<file path="config.mk">
export PLATFORM = sky130hd
export DESIGN_NAME = pri_dec_24
export DESIGN_NICKNAME = d
export VERILOG_FILES = /design/src/rtl/pri_dec_24.sv
export SDC_FILE = /design/constraint.sdc
export NUM_CORES = 1
export LEC_CHECK = 0
export ABC_AREA = 1
export CORE_UTILIZATION = 48
export DETAILED_ROUTE_END_ITERATION = 8
export HOLD_SLACK_MARGIN = 0.02
export PLACE_DENSITY_LB_ADDON = 0.12
export SLEW_MARGIN = 20
export SYNTH_ARGS = -nofsm -noshare
export SYNTH_HDL_FRONTEND = slang
export SYNTH_SLANG_ARGS = --single-unit
export TNS_END_PERCENT = 50
</file>
<file path="constraint.sdc">
create_clock -name clk -period 1.75 [get_ports clk]
set_clock_uncertainty 0.15 [all_clocks]
set_input_delay 0.175 -clock clk [delete_from_list [all_inputs] [get_ports clk]]
set_output_delay 0.175 -clock clk [all_outputs]
set_load 0.02 [all_outputs]
</file>
<file path="src/rtl/pri_dec_24.sv">
// Registered 2-to-4 priority-code decoder: a small FIFO between two valid/ready
// ports, with saturating per-line delivery counters for debug and statistics.
module pri_dec_24 #(
  parameter int DEPTH = 2,
  parameter int CNT_W = 8
) (
  input  logic               clk,
  input  logic               rst_n,
  input  logic               in_valid,
  input  logic [1:0]         in_code,
  output logic               in_ready,
  output logic               out_valid,
  output logic [3:0]         out_onehot,
  input  logic               out_ready,
  input  logic               clr_cnt,
  output logic [4*CNT_W-1:0] hit_cnt,
  output logic [3:0]         sat
);

  // Handshake rule, both ports: a transfer happens at a rising edge exactly when
  // valid && ready; valid never waits on ready, and a presented head stays stable
  // until it is taken.

  localparam int PW = (DEPTH > 1) ? $clog2(DEPTH) : 1;
  localparam logic [PW:0] OCC_FULL = (PW+1)'(DEPTH);
  localparam logic [CNT_W-1:0] CNT_MAX  = '1;
  localparam logic [CNT_W-1:0] CNT_NEAR = {{(CNT_W-1){1'b1}}, 1'b0};

  localparam logic [1:0] IDLE    = 2'd0;
  localparam logic [1:0] PARTIAL = 2'd1;
  localparam logic [1:0] FULL    = 2'd2;

  logic [1:0]       mem [DEPTH];
  logic [PW-1:0]    wr_ptr;
  logic [PW-1:0]    rd_ptr;
  logic [PW:0]      occ;
  logic [PW:0]      occ_nxt;
  logic [1:0]       state;
  logic [1:0]       state_nxt;
  logic             ready_q;
  logic             push;
  logic             pop;
  logic [1:0]       head_code;
  logic [CNT_W-1:0] cnt [4];

  assign head_code  = mem[rd_ptr];
  assign in_ready   = ready_q && (state != FULL);
  assign out_valid  = (state != IDLE);
  assign out_onehot = out_valid ? (4'b1000 >> head_code) : 4'b0000;
  assign push       = in_valid && in_ready;
  assign pop        = out_valid && out_ready;

  always_comb begin
    occ_nxt = occ;
    case ({push, pop})
      2'b10:   occ_nxt = occ + 1'b1;
      2'b01:   occ_nxt = occ - 1'b1;
      default: occ_nxt = occ;
    endcase
    state_nxt = PARTIAL;
    if (occ_nxt == '0)
      state_nxt = IDLE;
    else if (occ_nxt == OCC_FULL)
      state_nxt = FULL;
  end

  // in_ready stays low through reset and opens on the first edge after release.
  always_ff @(posedge clk or negedge rst_n) begin
    if (!rst_n) begin
      ready_q <= 1'b0;
      wr_ptr  <= '0;
      rd_ptr  <= '0;
      occ     <= '0;
      state   <= IDLE;
    end else begin
      ready_q <= 1'b1;
      occ     <= occ_nxt;
      state   <= state_nxt;
      if (push) wr_ptr <= wr_ptr + 1'b1;
      if (pop)  rd_ptr <= rd_ptr + 1'b1;
    end
  end

  always_ff @(posedge clk) begin
    if (push) mem[wr_ptr] <= in_code;
  end

  // sat latches as soon as a counter reaches all-ones; clear beats a delivery.
  always_ff @(posedge clk or negedge rst_n) begin
    if (!rst_n) begin
      for (int k = 0; k < 4; k++) cnt[k] <= '0;
      sat <= 4'b0000;
    end else if (clr_cnt) begin
      for (int k = 0; k < 4; k++) cnt[k] <= '0;
      sat <= 4'b0000;
    end else begin
      for (int k = 0; k < 4; k++) begin
        if (pop && out_onehot[k]) begin
          if (cnt[k] != CNT_MAX) begin
            cnt[k] <= cnt[k] + 1'b1;
            if (cnt[k] == CNT_NEAR) sat[k] <= 1'b1;
          end else begin
            sat[k] <= 1'b1;
          end
        end
      end
    end
  end

  always_comb begin
    hit_cnt = '0;
    for (int k = 0; k < 4; k++) hit_cnt[k*CNT_W +: CNT_W] = cnt[k];
  end

endmodule
</file>
==> flow_summary_export.csv, run 1 <==
group,metric,value,unit
floorplan,die_height,79.08,um
yosys,yosysTopAreaCell,"dfrtp_1",
timing,fin_crit_sh,0.9811,
yosys,synthTopCellsByArea,"dfrtp_1 37%, nand2_1 13%, nand3_1 11%",
placement,port_buffers,48,
critical_path,reg2reg_slack,0.05,ns
yosys,synth_top_family_by_area,"simple AND/OR/NAND/NOR gates",
yosys,async_flop_share,0.9130,
critical_path,rr_worst_depth,10,
yosys,synthAdderAreaFrac,0.03949,
floorplan,rows,27,
timing,drv_slew,0,
yosys,synth_nets,392,
routing,num_vias,2642,
worst_hold_path,whs_path_depth,1,
critical_path,critical_path_class,"flip-flop to primary output",
clock_network,cts-root-buf,"clkbuf_8",
worst_hold_path,hold_path.class,"input pin to flip-flop",
yosys,synthMuxAreaShare,0,
worst_hold_path,holdPathEnd,"mem[0][1]$_DFFE_PP_",
power_and_ir_drop,irDropWorstVdd,734.4,uV
yosys,synth.distinct_cells,29,
yosys,synth_edf_count,4,
timing,period_minus_slack,1.717,ns
clock_network,cts_tree,"built",
job,maxCapViolations,0,
timing,rsz0062_at_grt,"true",
clock_network,clock_latency,0.30,ns
routing,drcViolationCount,0,
global_routing,grt_pass1_vias,2399,
timing,worst_pin_slew,0.5581,ns
routing,drtIter0Drc,87,
floorplan,die_area,6253,um^2
critical_path,worstPathMaxFanout,5,
critical_path,critPathCaptureType,"primary output",
global_routing,grt_max_degree,57,
routing,first_pass_iters,5,
routing,ant_nets,0,
final_layout,area_growth,35.81,%
routing,post_drt_wl_per_cell,12.22,um
routing,drt_wl_total,6463,um
timing,finalHoldViolations,0,
clock_network,numCtsBuffers,5,
worst_hold_path,min_from,"in_code[1]",
final_layout,diodes,0,
placement,placed_cells,515,
placement,hpwl,4421,um
critical_path,r2r_start,"occ[0]$_DFF_PN0_",
clock_network,clock_path_buffers,2,
timing,fmax,582.5,MHz
yosys,synth_xor_area_frac,0.04607,
yosys,syn_inst,376,
critical_path,worstReg2RegEnd,"state[1]$_DFF_PN0_",
global_routing,grt_use_total,0.2198,
yosys,synthFlopType,"dfrtp_1",
final_layout,fillerInstances,491,
final_layout,register_area,1172,um^2
placement,gp_congestion,0.8108,
placement,dpl_cell_area,3625,um^2
power_and_ir_drop,power_density,962.2,nW/um^2
critical_path,cp.required,1.42,ns
timing,relSlewSlack,0.6279,
clock_network,clkSlewWorstSetupHoldPaths,0.09,ns
timing,finalSetupViolations,0,
power_and_ir_drop,p_leak,2.164,nW
clock_network,ctsHtreeMaxLevel,2,
global_routing,grt_first_pass_wirelength,10800,um
yosys,yosys.area.top_type_share,0.3686,
floorplan,initial_utilization,0.5085,
yosys,synth_compound_area_frac,0.03949,
final_layout,design_area,3872,um^2
floorplan,die_w,79.08,um
global_routing,overflow,0,
final_layout,final_cells,529,
floorplan,core_region_area,5608,um^2
power_and_ir_drop,power,3.726,mW
final_layout,final_nets,472,
floorplan,ios,49,
yosys,synth_area_per_cell,7.584,um^2
final_layout,multiInputGateArea,1505,um^2
final_layout,drive_gt1_frac,0.1685,
yosys,yosysMostFrequentCell,"nand2_1",
critical_path,cp-start-kind,"flip-flop",
yosys,synth_area,2851,um^2
clock_network,cts.sinks,46,
yosys,synth-seq-area-share,0.4107,
critical_path,cp.arrival,1.39,ns
yosys,ys_seq_elements,46,
run_status,status,"finished, final reports clean",
yosys,synthSimpleGateAreaFrac,0.3813,
yosys,ys_warn_count,0,
routing,vias_per_cell,4.994,
global_routing,antenna_found_initial,0,
yosys,synth_commonest_cells,"100 x nand2_1, 64 x nand3_1, 49 x inv_1, 42 x dfrtp_1, 30 x nor2_1",
## logic make-up after synthesis
logic type | Yosys count
other cells | 1
simple gates | 224
xor+xnor | 15
flops | 46
compound gates | 21
buf+inv | 60
fa+ha+maj | 9
## critical path: stages (launching register included)
cell,delay (ns)
dfrtp_1,0.44
inv_2,0.11
nand2_2,0.07
nand2_2,0.08
nand2_2,0.09
nor2_4,0.15
buf_4,0.16
## cells in the final DEF, fill, tap and decap left out, types with 3 or more instances in the layout
| cell type | count |
|---|---|
| buf_4 | 32 |
| xnor2_1 | 4 |
| a21oi_1 | 10 |
| inv_1 | 49 |
| dfrtp_1 | 41 |
| nor2_4 | 7 |
| nand2_1 | 97 |
| xor2_1 | 11 |
| ha_1 | 8 |
| edfxtp_1 | 4 |
| nand2_2 | 7 |
| nand3_1 | 63 |
| nand3_4 | 5 |
| o21ai_0 | 6 |
| nand4_1 | 6 |
| clkdlybuf4s50_1 | 27 |
| nand3b_1 | 3 |
| clkbuf_8 | 5 |
| buf_6 | 6 |
| dlymetal6s2s_1 | 12 |
| nor2_1 | 30 |
## flip-flops by register name, summed over array words and instances (netlist names)
| register | flops |
|---|---|
| ready_q | 1 |
| wr_ptr | 1 |
| state | 1 |
| occ | 2 |
| sat | 4 |
| rd_ptr | 1 |
| mem | 4 |
| hit_cnt | 32 |
## area by class of cell
type / count / area share
Multi-Input combinational cell: 270 / 0.3887
Sequential cell: 46 / 0.3027
Timing Repair Buffer: 82 / 0.2016
Inverter: 51 / 0.04943
Tap cell: 72 / 0.02326
Clock buffer: 5 / 0.01777
Clock inverter: 3 / 0.01648
## how the worst max path moves through the flow
stage | endpoint | slack (ns) | startpoint | depth (start not counted)
6_report | out_onehot[1] | 0.03 | rd_ptr$_DFFE_PN0P_ | 6
4_1_cts | out_onehot[1] | -0.13 | rd_ptr$_DFFE_PN0P_ | 6
3_5_place_dp | out_onehot[1] | -0.14 | rd_ptr$_DFFE_PN0P_ | 6
3_3_place_gp | out_onehot[1] | -0.11 | rd_ptr$_DFFE_PN0P_ | 6
2_1_floorplan | state[1]$_DFF_PN0_ | 0.01 | occ[0]$_DFF_PN0_ | 10
5_1_grt | state[1]$_DFF_PN0_ | -0.08 | state[1]$_DFF_PN0_ | 10
## layer usage
layer	up-vias	GRT usage	share of wire
met5	-	0	0
met2	59	0.3716	0.47
met1	1220	0.2868	0.48
met4	0	0.05273	0.010
met3	8	0.04598	0.043
li1	1355	-	-
## metrics by stage
| stage | hold WS (ns) | utilization | setup WS (ns) | TNS, ns |
|---|---|---|---|---|
| 2_1_floorplan | -0.2706 | - | 0.01199 | 0 |
| 3_3_place_gp | 0.1360 | 0.6464 | -0.1096 | -0.2232 |
| 3_5_place_dp | 0.1379 | 0.6464 | -0.1366 | -0.4068 |
| 4_1_cts | 0.3080 | 0.6693 | -0.1290 | -0.2526 |
| 5_1_grt | 0.3077 | 0.6905 | -0.08037 | -0.1791 |
| 6_report | 0.3144 | 0.6905 | 0.03312 | 0 |
## power by group
part           switching [mW]  internal (mW)  leakage (nW)
Sequential             0.0676           1.18         0.608
Combinational           0.840          0.704          1.49
Clock                   0.372          0.565        0.0658
## what timing repair did
action / in CTS / in global routing
setup endpoints to repair: 9 / 28
resized for setup: 18 / 33
hold buffers: 1 / 0
pin swaps: 0 / 11
cloned: 0 / 0
hold endpoints to repair: 42 / 0
setup buffers: 0 / 5
(Power assumes the default switching activity.)
==> run 2, diff against run 1 <==
CORE_UTILIZATION = 50   (was 48)
PLACE_DENSITY = 0.76   (was default)
PLACE_DENSITY_LB_ADDON = default   (was 0.12)
clock period = 2.1 ns   (was 1.75 ns; I/O delays follow)
==> run 2 against run 1 <==
Sequential share of layout area is 2.6 points higher; total power is 30% lower; non-clock buffer count is 23 lower; via count is 1.4% lower; die area is 3.9% lower; design area is 8.0% lower; wire length is 0.84% lower; first-iteration DRC count is 15% higher; combinational power is 42% lower.
==> flow_summary_export.csv, run 2 (synthesis gave the netlist of run 1 again) <==
group,metric,value,unit
critical_path,worst-path-stages,3,
global_routing,antenna_found_initial,0,
critical_path,cp-start-kind,"flip-flop",
final_layout,final_nets,449,
placement,gp_congestion,0.8804,
timing,period_minus_slack,1.959,ns
global_routing,grt_first_pass_wirelength,11340,um
timing,setup_tns,0,ns
global_routing,grt_max_degree,23,
critical_path,slowest_stage,"clkdlybuf4s50_1",
power_and_ir_drop,p_clk_frac,0.257,
final_layout,area_growth,24.92,%
critical_path,rr_worst_depth,9,
global_routing,overflow,0,
final_layout,fillerInstances,499,
critical_path,crit_chain,"inv_2 -> a21boi_1 -> clkdlybuf4s50_1",
power_and_ir_drop,combPwrFrac,0.341,
critical_path,crit_buf_inv,2,
floorplan,core_region_area,5507,um^2
floorplan,rows,27,
timing,relSlewSlack,0.6344,
placement,port_buffers,48,
critical_path,slowest_delay,0.63,ns
final_layout,largest_reg_flops,32,
clock_network,clock_latency,0.31,ns
clock_network,cts.sinks,46,
final_layout,final_common_cell,"nand2_1",
clock_network,clkSlewWorstSetupHoldPaths,0.09,ns
clock_network,numCtsBuffers,5,
critical_path,cp.required,1.74,ns
global_routing,grt_use_total,0.2362,
final_layout,register_area,1171,um^2
final_layout,drive_gt1_frac,0.09447,
timing,fin_crit_sh,0.9327,
floorplan,die_height,77.52,um
floorplan,ios,49,
routing,drt_wl_total,6409,um
timing,worst_pin_slew,0.5484,ns
run_status,status,"finished, final reports clean",
global_routing,grt_pass1_vias,2569,
job,maxCapViolations,0,
timing,rsz0062_at_grt,"false",
final_layout,fin_util,0.6469,
power_and_ir_drop,irDropWorstVdd,420.6,uV
timing,finalHoldViolations,0,
routing,drcViolationCount,0,
final_layout,diodes,0,
routing,num_vias,2605,
routing,drtIter0Drc,100,
critical_path,critPathCaptureType,"primary output",
floorplan,die_area,6009,um^2
power_and_ir_drop,power_density,737.5,nW/um^2
critical_path,cp.arrival,1.60,ns
timing,drv_slew,0,
clock_network,cts_tree,"built",
power_and_ir_drop,switching_share,0.3750,
worst_hold_path,hold_path.class,"input pin to async pin",
clock_network,ctsHtreeMaxLevel,2,
timing,finalSetupViolations,0,
clock_network,postCtsSetupRepairBufs,0,
routing,post_drt_wl_per_cell,12.67,um
power_and_ir_drop,p_sw,985.2,uW
power_and_ir_drop,pwr-share-seq,0.402,
power_and_ir_drop,p_int,1.642,mW
floorplan,die_w,77.52,um
critical_path,critical_path_class,"flip-flop to primary output",
routing,first_pass_iters,4,
critical_path,critical_path.top_delay_family,"buffers and inverters",
power_and_ir_drop,p_leak,1.792,nW
floorplan,initial_utilization,0.5178,
final_layout,final_cell_mix,"100 x nand2_1, 64 x nand3_1, 49 x inv_1",
timing,fmax,510.5,MHz
final_layout,multiInputGateArea,1448,um^2
clock_network,cts-root-buf,"clkbuf_8",
routing,ant_nets,0,
placement,hpwl,4646,um
routing,vias_per_cell,5.148,
clock_network,clock_path_buffers,2,
critical_path,worstPathMaxFanout,4,
[run 2: changes by cell type in the layout (fill, tap and decap cells not counted), sizes merged]
cell	delta
buf	-29
bufinv	-1
clkbuf	+2
clkdlybuf4s50	+16
clkinv	-1
clkinvlp	+1
dlygate4sd2	+1
dlymetal6s2s	-12
[run 2: layout make-up]
| cell class | count | area share |
|---|---|---|
| clock inverter | 2 | 0.01054 |
| inverter | 51 | 0.05374 |
| tap | 72 | 0.02529 |
| clock buffer | 6 | 0.02037 |
| timing repair buffer | 59 | 0.1549 |
| sequential | 46 | 0.3288 |
| multi-input combinational | 270 | 0.4064 |
[run 2: power groups by stage]
stage	registers [mW]	clock network, mW	logic, mW
global placement	1.07	0	0.905
floorplan	1.08	0	0.588
global route	1.07	0.730	0.987
CTS	1.06	0.684	0.910
finish	1.06	0.676	0.895
detailed placement	1.07	0	0.932
[run 2: stage by stage]
step / instances / setup slack [ns] / hold WS, ns / instance area [um^2] / total power [mW]
after floorplan: 376 / 0.02481 / -0.2356 / 2851 / 1.671
after global placement: 497 / 0.1841 / 0.06957 / 3451 / 1.972
after detailed placement: 497 / 0.1317 / 0.07740 / 3451 / 2.006
after CTS: 506 / 0.07751 / 0.2830 / 3566 / 2.650
after global routing: 506 / 0.001858 / 0.3095 / 3562 / 2.789
final: 506 / 0.1413 / 0.2731 / 3562 / 2.627
[run 2: timing repair]
| action | CTS | global route |
|---|---|---|
| endpoints found under the setup margin | 4 | 1 |
| hold buffers | 1 | 0 |
| resized for setup | 4 | 2 |
| pin swaps | 0 | 0 |
| hold endpoints to repair | 20 | 0 |
[run 2: routing by layer]
metal / routed length, um / global-route usage / vias to the layer above
met4: 93 / 0.07736 / 0
met2: 2995 / 0.3876 / 67
met3: 299 / 0.04588 / 11
met1: 3021 / 0.3122 / 1226
li1: - / - / 1301
met5: 0 / 0 / -
[run 2: worst paths after layout]
path,from,end,slack [ns]
setup / recovery,occ[0]$_DFF_PN0_,in_ready,0.14
hold / removal,rst_n,state[1]$_DFF_PN0_,0.27
setup reg to reg,occ[0]$_DFF_PN0_,state[1]$_DFF_PN0_,0.16
hold reg to reg,sat[3]$_DFFE_PN0P_,sat[3]$_DFFE_PN0P_,0.38
max in group asynchronous,rst_n,hit_cnt[11]$_DFFE_PN0P_,0.95
min in group clk,in_code[1],mem[0][1]$_DFFE_PP_,0.34
==> run 3, diff against run 2 <==
CORE_MARGIN = 10   (was default)
PLACE_DENSITY = 0.8   (was 0.76)
==> run 3 against run 2 <==
Sequential cell count unchanged; setup slack got worse by 0.0064 ns; register-to-register slack improved by 0.08 ns; sequential share of layout area about the same; die area up 52%; first-iteration DRC count grew 55%; final cell count decreased by 0.79%; non-clock buffer count down 4; critical path depth unchanged; sequential power barely moved; critical path type unchanged; critical endpoint unchanged.
==> flow_summary_export.csv, run 3 (synthesis gave the netlist of run 1 again) <==
group,metric,value,unit
run_status,status,"finished, final reports clean",
power_and_ir_drop,p_leak,1.786,nW
final_layout,area_growth,24.84,%
floorplan,ios,49,
critical_path,critical_path_class,"flip-flop to primary output",
routing,ant_nets,0,
floorplan,core_region_area,5507,um^2
clock_network,clock_latency,0.30,ns
placement,placed_cells,492,
clock_network,cts_tree,"built",
routing,first_pass_iters,4,
final_layout,diodes,0,
timing,drv_slew,0,
floorplan,die_height,95.52,um
job,maxCapViolations,0,
timing,worst_pin_slew,0.5214,ns
timing,finalSetupViolations,0,
placement,port_buffers,48,
global_routing,antenna_found_initial,0,
floorplan,die_area,9124,um^2
timing,hold-worst-slack,0.2547,ns
timing,period_minus_slack,1.965,ns
floorplan,initial_utilization,0.5178,
critical_path,cp.required,1.74,ns
timing,finalHoldViolations,0,
placement,preCtsSetupSlack,0.1343,ns
clock_network,ctsHtreeMaxLevel,2,
critical_path,slowest_delay,0.65,ns
power_and_ir_drop,power,2.625,mW
routing,num_vias,2551,
floorplan,die_w,95.52,um
critical_path,reg2reg_slack,0.24,ns
critical_path,slowest_stage,"clkdlybuf4s50_1",
floorplan,rows,27,
critical_path,worstReg2RegEnd,"state[1]$_DFF_PN0_",
clock_network,clkSlewWorstSetupHoldPaths,0.09,ns
clock_network,cts.sinks,46,
critical_path,cp-start-kind,"flip-flop",
critical_path,r2r_start,"occ[0]$_DFF_PN0_",
clock_network,cts-root-buf,"clkbuf_8",
routing,drt_wl_total,6629,um
critical_path,critical_path.top_delay_family,"buffers and inverters",
critical_path,crit_buf_inv,2,
final_layout,fin_util,0.6464,
final_layout,final_cell_mix,"99 x nand2_1, 64 x nand3_1, 49 x inv_1",
critical_path,crit_chain,"inv_2 -> a21boi_1 -> clkdlybuf4s50_1",
global_routing,overflow,0,
routing,drtIter0Drc,155,
timing,setup_ws,0.1348,ns
final_layout,final_cells,502,
global_routing,grt_use_total,0.1530,
worst_hold_path,hold_path.class,"input pin to async pin",
critical_path,cp.arrival,1.61,ns
clock_network,numCtsBuffers,5,
global_routing,grt_max_degree,57,
timing,setup_tns,0,ns
timing,fin_crit_sh,0.9358,
final_layout,final_common_cell,"nand2_1",
final_layout,drive_gt1_frac,0.09070,
routing,vias_per_cell,5.082,
global_routing,grt_pass1_vias,2374,
placement,dpl_cell_area,3438,um^2
placement,hpwl,4799,um
final_layout,final_nets,445,
final_layout,design_area,3560,um^2
routing,post_drt_wl_per_cell,13.21,um
global_routing,grt_first_pass_wirelength,11400,um
timing,relSlewSlack,0.6524,
critical_path,rr_worst_depth,9,
critical_path,critPathCaptureType,"primary output",
timing,fmax,508.9,MHz
routing,drcViolationCount,0,
clock_network,clock_path_buffers,2,
placement,gp_congestion,0.9011,
critical_path,worstPathMaxFanout,3,
power_and_ir_drop,power_density,737.4,nW/um^2
final_layout,largest_reg_flops,32,
power_and_ir_drop,irDropWorstVdd,371.5,uV
run 3: changes by cell type in the layout (fill, tap and decap cells not counted):
cell and change:
buf_4 -6, buf_12 +2, clkinv_2 +2, clkbuf_1 -1, clkdlybuf4s15_1 +1, clkinvlp_4 -1
dlygate4sd2_1 -1, nand2_1 -1, nand2_2 +1
run 3: where the power goes:
group	internal [mW]	total (mW)	leakage [nW]	switching [mW]
sequential	0.980	1.06	0.610	0.0761
combinational	0.319	0.919	1.12	0.600
clock	0.350	0.650	0.0579	0.299
total	1.65	2.62	1.79	0.975
run 3: worst max path at each step:
stage	from	end	slack (ns)	depth (start not counted)
6_report	occ[0]$_DFF_PN0_	in_ready	0.13	3
5_1_grt	occ[0]$_DFF_PN0_	state[1]$_DFF_PN0_	-0.01	9
4_1_cts	rd_ptr$_DFFE_PN0P_	out_onehot[0]	0.07	6
3_5_place_dp	rd_ptr$_DFFE_PN0P_	out_onehot[0]	0.13	6
3_3_place_gp	rd_ptr$_DFFE_PN0P_	out_onehot[0]	0.17	6
2_1_floorplan	occ[0]$_DFF_PN0_	state[1]$_DFF_PN0_	0.02	9
run 3: cell type report:
| class | count | area [um^2] |
|---|---|---|
| well taps | 72 | 90.09 |
| clock buffers | 5 | 68.82 |
| repair buffers | 55 | 548.0 |
| fillers | 460 | 1947 |
| multi-input cells | 270 | 1450 |
| inverters | 51 | 191.4 |
| clock inverters | 3 | 40.04 |
| flip-flops and latches | 46 | 1171 |
run 3: metal layers:
metal  share of wire  up-vias  GRT usage
met2            0.46       65     0.2393
met5               0        -          0
met4          0.0083        0    0.03686
met1            0.46     1181     0.2012
met3           0.077        6    0.04792
li1                -     1299          -
run 3: worst reg2reg max path, cell delays in order (launching register included):
cell and delay (ns):
dfrtp_1 0.40, inv_2 0.06, a21boi_1 0.20, nand2_2 0.12
ha_1 0.34, a21oi_1 0.12, o21ai_0 0.11, xor2_1 0.17
inv_1 0.06, nor2_1 0.08
run 3: what timing repair did:
item | in CTS | in global routing
setup endpoints to repair | 4 | 3
resized for setup | 4 | 4
hold buffers | 1 | 0
buffers inserted | 0 | 1
hold endpoints to repair | 20 | 0
gates cloned | 0 | 0
